File: config.mk
export PLATFORM = sky130hd
export DESIGN_NAME = hazard_stall_unit
export DESIGN_NICKNAME = d
export VERILOG_FILES = /design/src/rtl/hazard_stall_unit.sv
export SDC_FILE = /design/constraint.sdc
export NUM_CORES = 1
export LEC_CHECK = 0
export CAP_MARGIN = 20
export CORE_MARGIN = 4
export CORE_UTILIZATION = 45
export CTS_CLUSTER_SIZE = 28
export DETAILED_ROUTE_END_ITERATION = 7
export PLACE_DENSITY = 0.75
export SLEW_MARGIN = 30
export SYNTH_ARGS = -nofsm -noshare
export SYNTH_HDL_FRONTEND = slang
export SYNTH_SLANG_ARGS = --single-unit
File: constraint.sdc
create_clock -name clk_i -period 4.75 [get_ports clk_i]
set_clock_uncertainty 0.05 [all_clocks]
set_input_delay 0.7125 -clock clk_i [delete_from_list [all_inputs] [get_ports clk_i]]
set_output_delay 0.7125 -clock clk_i [all_outputs]
set_load 0.01 [all_outputs]
File: src/rtl/hazard_stall_unit.sv
// Decode-stage RAW hazard detector: scoreboard of in-flight writes, stall/bubble control, stall profiling.
// Optional HAZARD_FORWARDING_EN: stall only on load-use, otherwise drive forward selects.
module hazard_stall_unit #(
  parameter int unsigned DEPTH     = 3,
  parameter bit          WB_BYPASS = 1'b1,
  parameter int unsigned CNT_W     = 16
) (
  input  logic             clk_i,
  input  logic             rst_n_i,
  input  logic             id_valid_i,
  input  logic [4:0]       id_rs_addr_i,
  input  logic             id_rs_used_i,
  input  logic [4:0]       id_rt_addr_i,
  input  logic             id_rt_used_i,
  input  logic [4:0]       id_rd_waddr_i,
  input  logic             id_rd_wena_i,
  input  logic             id_rd_sel_i,
  input  logic             freeze_i,
  output logic             stall_o,
  output logic             pc_wena_o,
  output logic             if_id_wena_o,
  output logic [1:0]       fwd_a_sel_o,
  output logic [1:0]       fwd_b_sel_o,
  output logic [CNT_W-1:0] stall_cnt_o
);

  typedef struct packed {
    logic       valid;
    logic [4:0] addr;
    logic       is_load;
  } entry_t;

  // sb[0] = EX, sb[1] = MEM, sb[DEPTH-1] = WB
  entry_t     sb [DEPTH];
  logic       rs_ok, rt_ok;
  logic       haz_rs, haz_rt, haz;
  logic [1:0] fwd_a, fwd_b;
  logic       load_ex;

`ifdef HAZARD_FORWARDING_EN
  localparam int unsigned E2 = (DEPTH > 1) ? 1 : 0;
`else
  localparam int unsigned NCHK = WB_BYPASS ? DEPTH - 1 : DEPTH;
`endif

  always_comb begin
    rs_ok  = id_valid_i & id_rs_used_i & (id_rs_addr_i != 5'd0);
    rt_ok  = id_valid_i & id_rt_used_i & (id_rt_addr_i != 5'd0);
    haz_rs = 1'b0;
    haz_rt = 1'b0;
    fwd_a  = 2'd0;
    fwd_b  = 2'd0;
`ifdef HAZARD_FORWARDING_EN
    haz_rs = rs_ok & sb[0].valid & sb[0].is_load & (sb[0].addr == id_rs_addr_i);
    haz_rt = rt_ok & sb[0].valid & sb[0].is_load & (sb[0].addr == id_rt_addr_i);
    // Youngest producer wins: EX/MEM before MEM/WB.
    if (rs_ok && sb[0].valid && !sb[0].is_load && sb[0].addr == id_rs_addr_i)
      fwd_a = 2'd1;
    else if (DEPTH > 1 && rs_ok && sb[E2].valid && sb[E2].addr == id_rs_addr_i)
      fwd_a = 2'd2;
    if (rt_ok && sb[0].valid && !sb[0].is_load && sb[0].addr == id_rt_addr_i)
      fwd_b = 2'd1;
    else if (DEPTH > 1 && rt_ok && sb[E2].valid && sb[E2].addr == id_rt_addr_i)
      fwd_b = 2'd2;
`else
    for (int unsigned k = 0; k < NCHK; k++) begin
      if (sb[k].valid && sb[k].addr == id_rs_addr_i) haz_rs = haz_rs | rs_ok;
      if (sb[k].valid && sb[k].addr == id_rt_addr_i) haz_rt = haz_rt | rt_ok;
    end
`endif
  end

  assign haz          = haz_rs | haz_rt;
  assign stall_o      = haz & ~freeze_i & rst_n_i;
  assign pc_wena_o    = ~haz & ~freeze_i & rst_n_i;
  assign if_id_wena_o = pc_wena_o;
  assign fwd_a_sel_o  = rst_n_i ? fwd_a : 2'd0;
  assign fwd_b_sel_o  = rst_n_i ? fwd_b : 2'd0;
  assign load_ex      = id_valid_i & ~stall_o & id_rd_wena_i & (id_rd_waddr_i != 5'd0);

  always_ff @(posedge clk_i) begin
    if (!rst_n_i) begin
      for (int unsigned k = 0; k < DEPTH; k++) sb[k] <= '0;
      stall_cnt_o <= '0;
    end else if (!freeze_i) begin
      sb[0] <= load_ex ? {1'b1, id_rd_waddr_i, id_rd_sel_i} : '0;
      for (int unsigned k = 1; k < DEPTH; k++) sb[k] <= sb[k-1];
      if (stall_o && stall_cnt_o != '1) stall_cnt_o <= stall_cnt_o + 1'b1;
    end
  end

endmodule

==> reports/metrics.cfg <==
[cells_and_area]
instances_no_fill = 271
fin_nets = 248
n_antenna_cell = 0
areaGrowthSynthToFinish_pct = 27.07
finish.utilization_pct = 59.87
fill_cells = 349
layout-drive-gt1-share_pct = 5.830

[synthesis]
synthArstFlopShare_pct = 0
syn_area_per_cell_um2 = 9.445
yosys_warnings = 0
synth_edf_count = 12
synth_simple_gate_area_share_pct = 26.28
synth-main-ff-cell = dfxtp_1
synth_cell_types = 40
muxShareOfSynthArea_pct = 3.456
synth_compound_area_share_pct = 14.61
postSynthCellCount = 184
yosysSeqAreaShare_pct = 39.16
synth_top_family_by_area = simple AND/OR/NAND/NOR gates
ys_seq_elements = 28
synth_area_um2 = 1738
synth_xor_area_share_pct = 10.08
synth-adder-area-share_pct = 0.7199

[routing]
drtIter0Drc = 141
vias = 1455
firstDrtPassIters = 5
wl_per_cell_um = 14.40
via_per_inst = 5.369
ant_nets = 0
post-route-drc-count = 0
routed_wl_um = 3903

[placement]
dp_hpwl_um = 2957
place.gp.congestion = 0.9048
port_buffers = 40
dp.cells = 266

[critical_path]
ff2ff_path_depth = 7
critPathMaxFanout = 6
critPathKind = in2out
critPathMaxStageDelay_ps = 550
crit_path_start_kind = input port
r2r-start = stall_cnt_o[8]
timing.critical_path.cells = clkdlybuf4s50_1, or3_1, o311a_1, a22o_1, nor2_1, clkdlybuf4s50_1
slowest_stage = clkdlybuf4s50_1
crit_required_ps = 3990
r2r-end = stall_cnt_o[8]
critPathMostFrequentCell = clkdlybuf4s50_1
cp.arrival_ps = 2960
crit_path_end_kind = primary output
rrSetupSlack_ps = 2510

[flow_run]
maxCapViolCount = 0

[power_and_ir_drop]
power.total_mw = 0.4589
vdd.ir_drop.worst_mv = 0.1399
p_comb_share_pct = 14.1
powerDensity_nw_per_um2 = 207.8
clkPwrFrac_pct = 28.7
switching_power_mw = 0.1069
power.internal_mw = 0.3520
swShare_pct = 23.30
p_leak_nw = 0.7333
p_seq_share_pct = 57.2

[run_status]
run_status = finished, final reports clean

[floorplanning]
start_util_pct = 47.12
die-area_um2 = 4920
dieHeight_um = 70.15
pin_count = 46
core.rowCount = 22
die_x_um = 70.15
core-area_um2 = 3689

[sta]
finalSetupViolations = 0
final.setup.tns_ps = 0
tightest_slew_ps = 563.3
fin_crit_sh_pct = 78.34
final-hold-violation-count = 0
rsz0062_at_grt = no
max_freq_mhz = 268.8
period_needed_ps = 3721
slew_violations = 0
relSlewSlack_pct = 61.92

[clock_tree]
ctsResizeCount = 0
insertion_delay_ps = 270
cts_tree = built
postCtsSetupRepairBufs = 0
cts_sinks = 28
cts_buffer_depth = 2
cts_hold_buf = 0
path_clk_slew_ps = 100
cts_buffers = 3
clock-root-buffer = clkbuf_8
htreeDepth = 1

[grt]
grt_max_degree = 24
grt_pass1_wl_um = 6686
grt-ovfl-total = 0
grt_pass1_vias = 1428
antenna_found_initial = 0
grt_usage_pct = 16.54

[min_path]
hold_depth = 2
hold_class = reg2reg
worstHoldStart = stall_cnt_o[6]
hold_end = stall_cnt_o[6]

-- worst max path at each step --
stage / startpoint / to / cells past startpoint
5_1_grt: id_rt_addr_i[0] / if_id_wena_o / 6
6_report: id_rt_addr_i[0] / pc_wena_o / 6
3_3_place_gp: id_rt_addr_i[0] / pc_wena_o / 6
2_1_floorplan: id_rt_addr_i[0] / pc_wena_o / 5
4_1_cts: id_rt_addr_i[0] / pc_wena_o / 6
3_5_place_dp: id_rt_addr_i[0] / pc_wena_o / 6
-- through the flow --
step	setup slack [ps]	hold WS, ps	cell area, um^2
after floorplan	1928	444.6	1749
after global placement	1051	424.8	2156
after detailed placement	1028	429.1	2156
after CTS	1027	446.1	2201
after global routing	936.2	463.1	2208
final	1029	451.7	2208
-- area by class of cell --
class / instances / area [um^2] / area share (%)
inverters: 7 / 26.28 / 1.190
repair buffers: 43 / 422.9 / 19.15
clock buffers: 4 / 45.04 / 2.040
well taps: 48 / 60.06 / 2.720
multi-input cells: 141 / 973.4 / 44.08
flip-flops and latches: 28 / 680.7 / 30.82
-- registers in the layout (all words and copies together), names as in the netlist --
register / cells
sb: 12
stall_cnt_o: 16
-- per-layer routing --
metal | share of wire (%) | vias up | global-route usage [%]
li1 | - | 754 | -
met1 | 52 | 651 | 24.76
met2 | 42 | 41 | 24.34
met3 | 4.6 | 9 | 2.302
met4 | 1.6 | 0 | 5.319
met5 | 0 | - | 0
-- synthesized netlist by cell type, types with 4 or more instances --
| library cell | instances | area share [%] |
|---|---|---|
| buf_4 | 7 | 3.0 |
| xnor2_1 | 20 | 10 |
| inv_1 | 5 | 1.1 |
| mux2i_1 | 6 | 3.5 |
| and3_1 | 7 | 2.5 |
| nand2b_1 | 8 | 2.9 |
| edfxtp_1 | 12 | 21 |
| nand3_1 | 9 | 2.6 |
| dfxtp_1 | 16 | 18 |
| a21oi_1 | 8 | 2.3 |
| nand2_1 | 19 | 4.1 |
| and2_1 | 10 | 3.6 |
| or3_1 | 4 | 1.4 |
| nand4_1 | 5 | 1.8 |
-- critical path, delay by kind of cell --
kind	cells	cell delay (ps)
buffers and inverters	2	1010
and+or+nand+nor	2	560
AOI/OAI and AO/OA	2	680
-- cell families after synthesis --
family | after synthesis
AND/OR/NAND/NOR | 79
AO/OA/AOI/OAI | 31
flip-flops | 28
XOR/XNOR | 20
buffers and inverters | 18
multiplexers | 6
adder cells (fa/ha/maj) | 1
other | 1
-- power groups by stage --
stage	registers, mW	logic (mW)	clock network, mW
global route	0.264	0.0708	0.145
floorplan	0.266	0.0369	0
global placement	0.268	0.0628	0
CTS	0.263	0.0640	0.134
finish	0.263	0.0646	0.132
detailed placement	0.268	0.0638	0
-- cell usage in the layout (no fill, tap or decap), drive strengths merged, types with 6 or more instances in the layout --
cell           Yosys  layout
and3               7       7
inv                7       7
a21oi              8       8
xnor2             20      20
and2              10      10
mux2i              6       6
clkdlybuf4s50      0      40
nand3             10      10
nand2             19      19
nand2b             8       8
edfxtp            12      12
dfxtp             16      16
(Power assumes the default switching activity.)
==> RTL edit: new RTL, config.mk and constraints unchanged <==
Add a define of `HAZARD_FORWARDING_EN`.
--- a/src/rtl/hazard_stall_unit.sv
+++ b/src/rtl/hazard_stall_unit.sv
@@ -2,2 +2,4 @@
 // Optional HAZARD_FORWARDING_EN: stall only on load-use, otherwise drive forward selects.
+`define HAZARD_FORWARDING_EN
+
 module hazard_stall_unit #(
Function: changed (Yosys sat finds a counterexample within 4 cycles, from zero or initial values and one cycle with rst_n_i low).
==> RTL edit against the unedited design <==
Sequential power grew 5%. Via count grew 0.48%. Critical path type unchanged. Die area down 4.4%. Sequential cell count increased by 1. Area after synthesis shrank 5.0%. Synthesized cell count fell by 9.8%. Wire length is 4.3% higher. Setup slack got worse by 140 ps. Final area decreased by 0.45%. Total power rose by 19%. Utilization increased by 4.0 points. Fmax shrank 3.6%.
==> RTL edit: results (changes against the unedited design) <==
status: "complete, no violations"  # unchanged
grt_pass1_wl_mm: 6.79  # was 6.69 mm
grt_pass1_vias: 1437  # was 1,428
grt_max_degree: 22  # was 24
synthDistinctLibCells: 41  # was 40
p_per_area_nw_per_um2: 249  # was 208 nW/um^2
final_nets: 236  # was 248
reg_top3: "stall_cnt_o (16), sb (13)"  # was stall_cnt_o (16), sb (12)
synth-adder-area-share_pct: 0.758  # was 0.720%
gr-usage-all-layers_pct: 19.4  # was 16.5%
synthXorXnorAreaFrac_pct: 11.7  # was 10.1%
htree_levels: 2  # was 1
cpMaxStageDelayCell: "clkdlybuf4s50_1"  # unchanged
dp_cells: 251  # was 266
clk_pin_slew_worst_paths_ps: 60  # was 100 ps
totalWireLength_mm: 4.07  # was 3.90 mm
ff2ff_path_depth: 6  # was 7
ys_warn_count: 0  # unchanged
vdd_drop_max_uv: 173  # was 140 uV
netlist_top_cells_count: "xnor2_1 (19), dfxtp_1 (16), and2_1 (13), edfxtp_1 (13), a21oi_1 (11)"  # was xnor2_1 (20), nand2_1 (19), dfxtp_1 (16)
cts_resized: 0  # unchanged
fillers: 266  # was 349
ys_top_cells_by_area: "edfxtp_1 (24%), dfxtp_1 (19%), xnor2_1 (10%), and2_1 (4.9%), or4_1 (4.5%)"  # was edfxtp_1 (21%), dfxtp_1 (18%), xnor2_1 (10%), nand2_1 (4.1%), and2_1 (3.6%)
place.gp.congestion: 0.963  # was 0.905
worstPathMaxFanout: 5  # was 6
placed_area_sq_um: 2110  # was 2160 sq um
synth-edff-count: 13  # was 12
power_leakage_nw: 0.707  # was 0.733 nW
first_iter_violations: 119  # was 141
hpwl_mm: 3.08  # was 2.96 mm
final_cells: 259  # was 271
arrival_ps: 3100  # was 2960 ps
cts_buffers: 5  # was 3
synth_area_per_cell_sq_um: 9.95  # was 9.45 sq um
hp-start: "stall_cnt_o[15]$_SDFFE_PN0P_"  # was stall_cnt_o[6]$_SDFFE_PN0P_
dr.pass1.iters: 4  # was 5
synth-seq-area-share_pct: 43.0  # was 39.2%
io_buffers: 45  # was 40
[RTL edit: power breakdown]
part           switching (mW)  total (mW)  leakage (nW)  internal [mW]
Combinational          0.0250      0.0585         0.390         0.0335
Clock                  0.0935       0.211        0.0455          0.118
Sequential            0.00795       0.276         0.271          0.268
Total                   0.126       0.546         0.707          0.420
[RTL edit: worst paths after layout]
| path | endpoint | slack [ps] |
|---|---|---|
| max | pc_wena_o | 890 |
| min | stall_cnt_o[15]$_SDFFE_PN0P_ | 430 |
| max reg2reg | stall_cnt_o[14]$_SDFFE_PN0P_ | 2280 |
| min reg2reg | stall_cnt_o[15]$_SDFFE_PN0P_ | 430 |
[RTL edit: metal layers]
metal  routed length (microns)  part of all wire [%]  GRT usage, %
met3                       201                   4.9          5.02
met4                        82                   2.0          7.44
met2                      1930                    47          31.1
met1                      1850                    46          24.9
met5                         0                     0             0
[RTL edit: area by class of cell]
| cell class | count | area (sq um) | share of cell area (%) |
|---|---|---|---|
| Sequential cell | 29 | 711 | 32.3 |
| Clock buffer | 8 | 90.1 | 4.10 |
| Multi-Input combinational cell | 126 | 871 | 39.6 |
| Inverter | 5 | 18.8 | 0.854 |
| Timing Repair Buffer | 45 | 450 | 20.5 |
| Tap cell | 46 | 57.6 | 2.62 |
[RTL edit: per-stage QoR]
stage                     power [mW]  utilization, %  hold WS [ps]  worst slack (ps)
after global routing           0.566            63.9           482               772
final                          0.546            63.9           432               890
after CTS                      0.550            63.9           434               902
after floorplan                0.308               -           449              1970
after detailed placement       0.339            61.3           426               913
after global placement         0.338            61.3           426              1020
[RTL edit: worst reg2reg max path: stages (launching register included)]
cell	delay (ps)
edfxtp_1	450
xnor2_1	200
nand4_1	140
nor3_2	400
o211ai_2	410
or4_1	610
a21oi_1	140
